## config.mk

```make
export PLATFORM = sky130hd
export DESIGN_NAME = led_button_sequencer
export DESIGN_NICKNAME = d
export VERILOG_FILES = /design/src/rtl/led_button_sequencer.sv
export SDC_FILE = /design/constraint.sdc
export NUM_CORES = 1
export LEC_CHECK = 0
export CELL_PAD_IN_SITES_DETAIL_PLACEMENT = 1
export CELL_PAD_IN_SITES_GLOBAL_PLACEMENT = 2
export CORE_UTILIZATION = 34
export DETAILED_ROUTE_END_ITERATION = 6
export PLACE_DENSITY = 0.76
export SLEW_MARGIN = 10
export SYNTH_ARGS = -nofsm -noshare
export SYNTH_HDL_FRONTEND = slang
export SYNTH_SLANG_ARGS = --single-unit
export TNS_END_PERCENT = 30
```

## constraint.sdc

```tcl
create_clock -name i_clk -period 1.8 [get_ports i_clk]
set_input_delay 0.36 -clock i_clk [delete_from_list [all_inputs] [get_ports i_clk]]
set_output_delay 0.36 -clock i_clk [all_outputs]
set_load 0.005 [all_outputs]
```

## src/rtl/led_button_sequencer.sv

```systemverilog
// led_button_sequencer: debounced buttons to LED toggle/running-light modes; RUN/PAUSE only with LED_SEQ_RUN_EN
module led_button_sequencer #(
  parameter int DEBOUNCE_CYCLES = 50000,
  parameter int STEP_CYCLES = 12500000
) (
  input  logic       i_clk,
  input  logic       i_rst,
  input  logic [3:0] i_btn_n,
  output logic [3:0] o_led_n,
  output logic [3:0] o_press,
  output logic [1:0] o_mode
);
  localparam int DW = $clog2(DEBOUNCE_CYCLES + 1);
  logic [3:0] sync1_q, sync2_q, stable_q, stable_d, press_q, press_d;
  logic [3:0] toggle_q, toggle_d, led_q, led_d;
  logic [DW-1:0] cnt_q [4];
  logic [DW-1:0] cnt_d [4];
  if (DEBOUNCE_CYCLES < 2 || STEP_CYCLES < 2) begin : g_bad_param
    $error("DEBOUNCE_CYCLES and STEP_CYCLES must be at least 2");
  end
  // accept a synchronized level once it has differed from the stable level long enough; falling accepts are presses
  always_comb begin
    stable_d = stable_q;
    for (int k = 0; k < 4; k++) begin
      cnt_d[k] = '0;
      if (sync2_q[k] != stable_q[k]) begin
        if (cnt_q[k] == DW'(DEBOUNCE_CYCLES)) stable_d[k] = sync2_q[k];
        else cnt_d[k] = cnt_q[k] + 1'b1;
      end
    end
    press_d = stable_q & ~stable_d;
  end
  // synchronizers, debounce state and registered press pulses
  always_ff @(posedge i_clk) begin
    if (i_rst) begin
      sync1_q  <= '1;
      sync2_q  <= '1;
      stable_q <= '1;
      press_q  <= '0;
      cnt_q    <= '{default: '0};
    end else begin
      sync1_q  <= i_btn_n;
      sync2_q  <= sync1_q;
      stable_q <= stable_d;
      press_q  <= press_d;
      cnt_q    <= cnt_d;
    end
  end
`ifdef LED_SEQ_RUN_EN
  localparam int SW = $clog2(STEP_CYCLES);
  typedef enum logic [1:0] {TOGGLE = 2'b00, RUN = 2'b01, PAUSE = 2'b10} mode_e;
  mode_e mode_q, mode_d;
  logic [1:0] pos_q, pos_d;
  logic dir_q, dir_d, chord, step_tc;
  logic [SW-1:0] step_q, step_d;
  // mode transitions on the K1+K10 chord, running-light stepping, toggle updates and the next LED image
  always_comb begin
    chord = press_q[3] & ~stable_q[0];
    step_tc = step_q == SW'(STEP_CYCLES - 1);
    mode_d = mode_q;
    toggle_d = toggle_q;
    pos_d = pos_q;
    dir_d = dir_q;
    step_d = step_q;
    case (mode_q)
      TOGGLE: begin
        toggle_d = toggle_q ^ (press_q & {~chord, 3'b111});
        if (chord) begin
          mode_d = RUN;
          pos_d = '0;
          dir_d = 1'b0;
          step_d = '0;
        end
      end
      RUN: begin
        step_d = step_tc ? '0 : step_q + 1'b1;
        pos_d = step_tc ? (dir_q ? pos_q - 1'b1 : pos_q + 1'b1) : pos_q;
        dir_d = dir_q ^ press_q[1];
        mode_d = chord ? PAUSE : RUN;
      end
      default: mode_d = chord ? TOGGLE : PAUSE;
    endcase
    led_d = (mode_d == TOGGLE) ? ~toggle_d : ~(4'b0001 << pos_d);
  end
  // mode state and display registers
  always_ff @(posedge i_clk) begin
    if (i_rst) begin
      mode_q   <= TOGGLE;
      toggle_q <= '0;
      pos_q    <= '0;
      dir_q    <= 1'b0;
      step_q   <= '0;
      led_q    <= '1;
    end else begin
      mode_q   <= mode_d;
      toggle_q <= toggle_d;
      pos_q    <= pos_d;
      dir_q    <= dir_d;
      step_q   <= step_d;
      led_q    <= led_d;
    end
  end
  assign o_mode = mode_q;
`else
  // every press toggles its own LED
  always_comb begin
    toggle_d = toggle_q ^ press_q;
    led_d = ~toggle_d;
  end
  // toggle pattern and display registers
  always_ff @(posedge i_clk) begin
    if (i_rst) begin
      toggle_q <= '0;
      led_q    <= '1;
    end else begin
      toggle_q <= toggle_d;
      led_q    <= led_d;
    end
  end
  assign o_mode = 2'b00;
`endif
  assign o_led_n = led_q;
  assign o_press = press_q;
endmodule

```

---- After elaboration in Yosys (flattened, before gate mapping) ----
Index checks and enable logic that the tools add are counted.
storage, ports and cells
  flip-flop bits (word level) ............. 88
  latch bits .............................. 0
  memory bits (writable) .................. 0
  memory bits (read-only) ................. 0
  output and inout port bits .............. 10
  logic and storage cells ................. 42
  memories kept ........................... 0
cells by class
  $add $sub $neg .......................... 4
  multipliers ............................. 0
  div/mod/pow operators ................... 0
  order comparisons ....................... 0
  eq/ne operators ......................... 8
  shift operators ......................... 0
  multiplexer cells ....................... 8
  bitwise operators ....................... 8
  reductions and logical operators ........ 4
operators by type and width
  cell                   count
  $add 16x1->16 const B  4
  $eq 16x16->1 const B   4
  $reduce_or 3->1        4
  $mux 1                 8
  $not 4->4              2
  $and 4x4->4            1
  $ne 1x1->1             4
  $not 1->1              4
  $xor 4x4->4            1

---- Depth between registers and ports, before layout ----
  word-level depth ........................ 5
  depth in mapped cells ................... 8

---- Least setup slack after synthesis ----
No wires, ideal clock.
  path kind ............................... reg-to-reg
  start ................................... register cnt_q[12] in the netlist's numbering
  end ..................................... register stable_q[3]
  setup time .............................. 0.120 ns
  arrival ................................. 1.695 ns
  required time ........................... 1.680 ns
  path slack .............................. -0.015 ns
  cell stages (with the launch flop) ...... 4
  period minus slack after synthesis ...... 1.815 ns
  cell sequence ........................... dfxtp_1 -> or4b_1 -> or4_4 -> a211o_1
on the way
  cells in the longest elaborated chain, start to end .. 3
ends and longest elaborated chain
  item                    RTL line  RTL
  start, declared         16        logic [DW-1:0] cnt_q [4];
  start signal, assigned  46        cnt_q <= cnt_d;
  $eq 16x16->1            27        if (cnt_q[k] == DW'(DEBOUNCE_CYCLES)) stable_d[k] = sync2_q[k];
  $mux 1                  27
  $mux 1                  26        if (sync2_q[k] != stable_q[k]) begin
  end signal, assigned    44        stable_q <= stable_d;
  end, declared           14        logic [3:0] sync1_q, sync2_q, stable_q, stable_d, press_q, press_d;
Every way passes these cells.
A chain may end at the register's enable or synchronous reset.

---- Worst setup path in the final report ----
Same ends and word-level chain as after synthesis.

==> results.tsv <==
stage	metric	value	unit
sta	final worst-path cycle share	1.03	
power_and_ir_drop	Switching Power	733	uW
critical_path	Crit path largest cell delay	0.60	ns
global_route	initial antenna violation count	0	
sta	highest attainable clock frequency	539	MHz
layout	layout cell share with drive strength beyond 1	0.118	
yosys	fraction of registers with async set/reset	0	
power_and_ir_drop	largest vdd supply drop	0.338	mV
yosys	syn_area_per_cell	9.04	um^2
floorplanning	Die X	106	um
yosys	register area share after synthesis	0.476	
yosys	EDFF count, synth	0	
critical_path	cell family with the largest share of critical-path delay	simple AND/OR/NAND/NOR gates	
yosys	Mapped Cells	410	
sta	final worst path period need	1.85	ns
critical_path	worst path cell trace	or4b_1, or4_4, a211o_1	
sta	setup repair after global routing missed its margin	true	
critical_path	CP Buf/Inv Count	0	
worst_hold_path	instance count along the most critical hold path	1	
clock_network	clock sink count	88	
critical_path	path type of the worst setup path	reg2reg	
yosys	area share of the largest cell type after synthesis	0.476	
worst_hold_path	kind of path behind the tightest hold check	reg2reg	
yosys	count of different cell masters after synthesis	38	
drt	routed vias/inst	4.90	
layout	count of inserted antenna diode cells	0	
drt	Final Routed Wirelength	7760	um
floorplanning	number of standard-cell rows in the floorplan	37	
critical_path	Max Fanout on Critical Path	5	
global_route	first-pass GRT wire length	13300	um
drt	DR iter-0 viols	35	
yosys	Cell Area, Synth	3700	um^2
clock_network	H-tree depth	3	
sta	Layout Skew	0.00891	ns
sta	hold violation total from the final report	0	
clock_network	number of buffers on the longest clock path	2	
floorplanning	height of the die	106	um
critical_path	arrival time at the worst endpoint	2.10	ns
placement	RD Place Congestion	0.775	
yosys	most used flip-flop cell after synthesis	sky130_fd_sc_hd__dfxtp_1	
drt	remaining number of nets flagged by the antenna check after routing	0	
power_and_ir_drop	proportion of power drawn by combinational gates	0.019	
critical_path	startpoint type of the worst setup path	register	
run	Max-Cap Viols	0	
yosys	Yosys reg bits	88	
drt	routed vias	2874	
power_and_ir_drop	pwr dens	803	nW/um^2
sta	count of endpoints failing setup in the final report	10	
clock_network	clock-pin slew of the registers on the worst-case setup and hold paths	0.08	ns
layout	Nets	460	
critical_path	endpoint type of the worst setup path	register	
outcome	run status	finished, violations left	
yosys	Yosys warning count	0	
drt	number of detailed-route iterations in the first pass	4	
clock_network	clock buffers created by TritonCTS	9	
yosys	cell taking the most area after synthesis	sky130_fd_sc_hd__dfxtp_1	
global_route	pin count of the biggest net entering global routing	23	
floorplanning	io pins	16	
clock_network	insertion delay to the later sink of the worst-skew pair	0.36	ns
clock_network	Root Buffer Master	sky130_fd_sc_hd__clkbuf_8	
power_and_ir_drop	switching portion of total power	0.208	
placement	count of buffers from port buffering	13	
floorplanning	area of the core region	10500	um^2
power_and_ir_drop	relative contribution of sequential cells to total power	0.558	
critical_path	slowest stage cell on the critical path	sky130_fd_sc_hd__or4_4	
global_route	remaining global-route overflow	0	
clock_network	clock tree from TritonCTS	built	
placement	HPWL after DPL	5550	um
critical_path	required arrival time at the worst endpoint	2.05	ns
outcome	failing checks	negative setup slack	
drt	average detailed-routed wire length per instance	13.2	um
sta	total negative slack for setup checks	-0.118	ns
floorplanning	Initial Utilization	0.354	
drt	final routed DRC violation total	0	
power_and_ir_drop	cell internal pwr	2.78	mW
global_route	Total Routing Usage GR	0.149	
layout	area growth from synthesis to layout	18.2	%
sta	smallest hold slack	0.420	ns
floorplanning	full die area	11300	um^2
sta	Final Slew Violations	0	
global_route	via count of the first global-routing pass	2844	
critical_path	Stages on worst setup path	3	
sta	smallest setup slack after layout	-0.0546	ns
power_and_ir_drop	Leak Pwr	1.46	nW
yosys	main area contributors after synthesis	sky130_fd_sc_hd__dfxtp_1, sky130_fd_sc_hd__xnor2_1, sky130_fd_sc_hd__nor2_1	
power_and_ir_drop	clock share of power	0.423	
critical_path	worst reg-to-reg path cell count	3	
## per-layer routing
| metal | share of wire | global-route usage |
|---|---|---|
| met2 | 0.47 | 0.243 |
| met1 | 0.49 | 0.189 |
| met5 | 0 | 0 |
| met4 | 0.013 | 0.0506 |
| met3 | 0.027 | 0.0392 |
## stage by stage
step	area (um^2)	util	cells	total power [mW]	setup WS, ns
finish	4380	0.419	587	3.52	-0.0546
global route	4380	0.419	587	3.66	-0.104
CTS	4370	0.417	587	3.57	-0.0639
detailed placement	4150	0.397	571	2.08	-0.0652
global placement	4150	0.397	571	2.07	-0.0132
floorplan	3710	-	411	2.04	-0.0149
## final timing paths
path	startpoint	endpoint	slack, ns
setup / recovery	cnt_q[12]$_SDFF_PP0_	stable_q[3]$_SDFF_PP1_	-0.05
hold / removal	sync1_q[0]$_SDFF_PP1_	sync2_q[0]$_SDFF_PP1_	0.42
setup reg to reg	cnt_q[12]$_SDFF_PP0_	stable_q[3]$_SDFF_PP1_	-0.05
hold reg to reg	sync1_q[0]$_SDFF_PP1_	sync2_q[0]$_SDFF_PP1_	0.42
## cell type report
| class | count | area (um^2) |
|---|---|---|
| multi-input combinational | 285 | 1800 |
| inverter | 27 | 101 |
| fill | 1244 | 6080 |
| sequential | 88 | 1760 |
| clock inverter | 2 | 35.0 |
| timing repair buffer | 35 | 333 |
| clock buffer | 14 | 183 |
| tap | 136 | 170 |
## cell families (layout without fill, tap and decap cells)
group | count (synthesis) | in the layout | share of synthesized area
AND/OR/NAND/NOR | 205 | 205 | 0.289
flip-flops | 88 | 88 | 0.476
XOR/XNOR | 62 | 62 | 0.147
buffers and inverters | 38 | 78 | 0.0439
adder cells (fa/ha/maj) | 8 | 8 | 0.0270
AO/OA/AOI/OAI | 8 | 8 | 0.0169
other | 1 | 2 | 0.00101
## state kept, by name (all words and copies together), names as in the netlist
signal	count
o_led_n	4
toggle_q	4
cnt_q	64
o_press	4
sync1_q	4
sync2_q	4
stable_q	4
## cell usage in the layout, fill, tap and decap left out, drive strengths merged, types with 2 or more instances in the layout
master	netlist	final
clkbuf	7	14
buf	4	22
nor4b	6	6
or2	8	8
a31o	2	2
nand3	22	22
nor2	78	78
dfxtp	88	88
nor3	14	14
clkdlybuf4s50	0	13
nand4	18	18
and3	6	6
or4b	3	3
nand2b	4	4
nand2	17	17
a21oi	2	2
xor2	15	15
or4	2	2
a211o	4	4
inv	27	27
conb	1	2
ha	8	8
xnor2	47	47
nor4	19	19
## timing repair
item                       CTS  global route
buffers inserted             0             0
setup endpoints to repair   16            35
pin swaps                    0             1
hold buffers                 0             0
resized for setup            0             2
gates cloned                 0             0
## power groups by stage
stage	clock network [mW]	registers (mW)	logic (mW)
after global routing	1.62	1.97	0.0734
after detailed placement	0	2.01	0.0671
after floorplan	0	2.01	0.0368
final	1.49	1.96	0.0652
after global placement	0	2.01	0.0652
after CTS	1.54	1.96	0.0675
## synthesized netlist by cell type, types with 8 or more instances
| master | count |
|---|---|
| sky130_fd_sc_hd__nand2_1 | 16 |
| sky130_fd_sc_hd__nor3_1 | 14 |
| sky130_fd_sc_hd__dfxtp_1 | 88 |
| sky130_fd_sc_hd__xor2_1 | 15 |
| sky130_fd_sc_hd__nor4_1 | 18 |
| sky130_fd_sc_hd__nand3_1 | 22 |
| sky130_fd_sc_hd__nand4_1 | 18 |
| sky130_fd_sc_hd__ha_1 | 8 |
| sky130_fd_sc_hd__nor2_1 | 78 |
| sky130_fd_sc_hd__xnor2_1 | 47 |
| sky130_fd_sc_hd__or2_2 | 8 |
| sky130_fd_sc_hd__inv_1 | 27 |
## worst reg2reg max path: cells and delay by family (launching register included)
kind            cells  cell delay (ns)
flops               1             0.32
compound gates      1             0.32
simple gates        2             1.12
No activity file was read; power rests on OpenSTA's default activity.
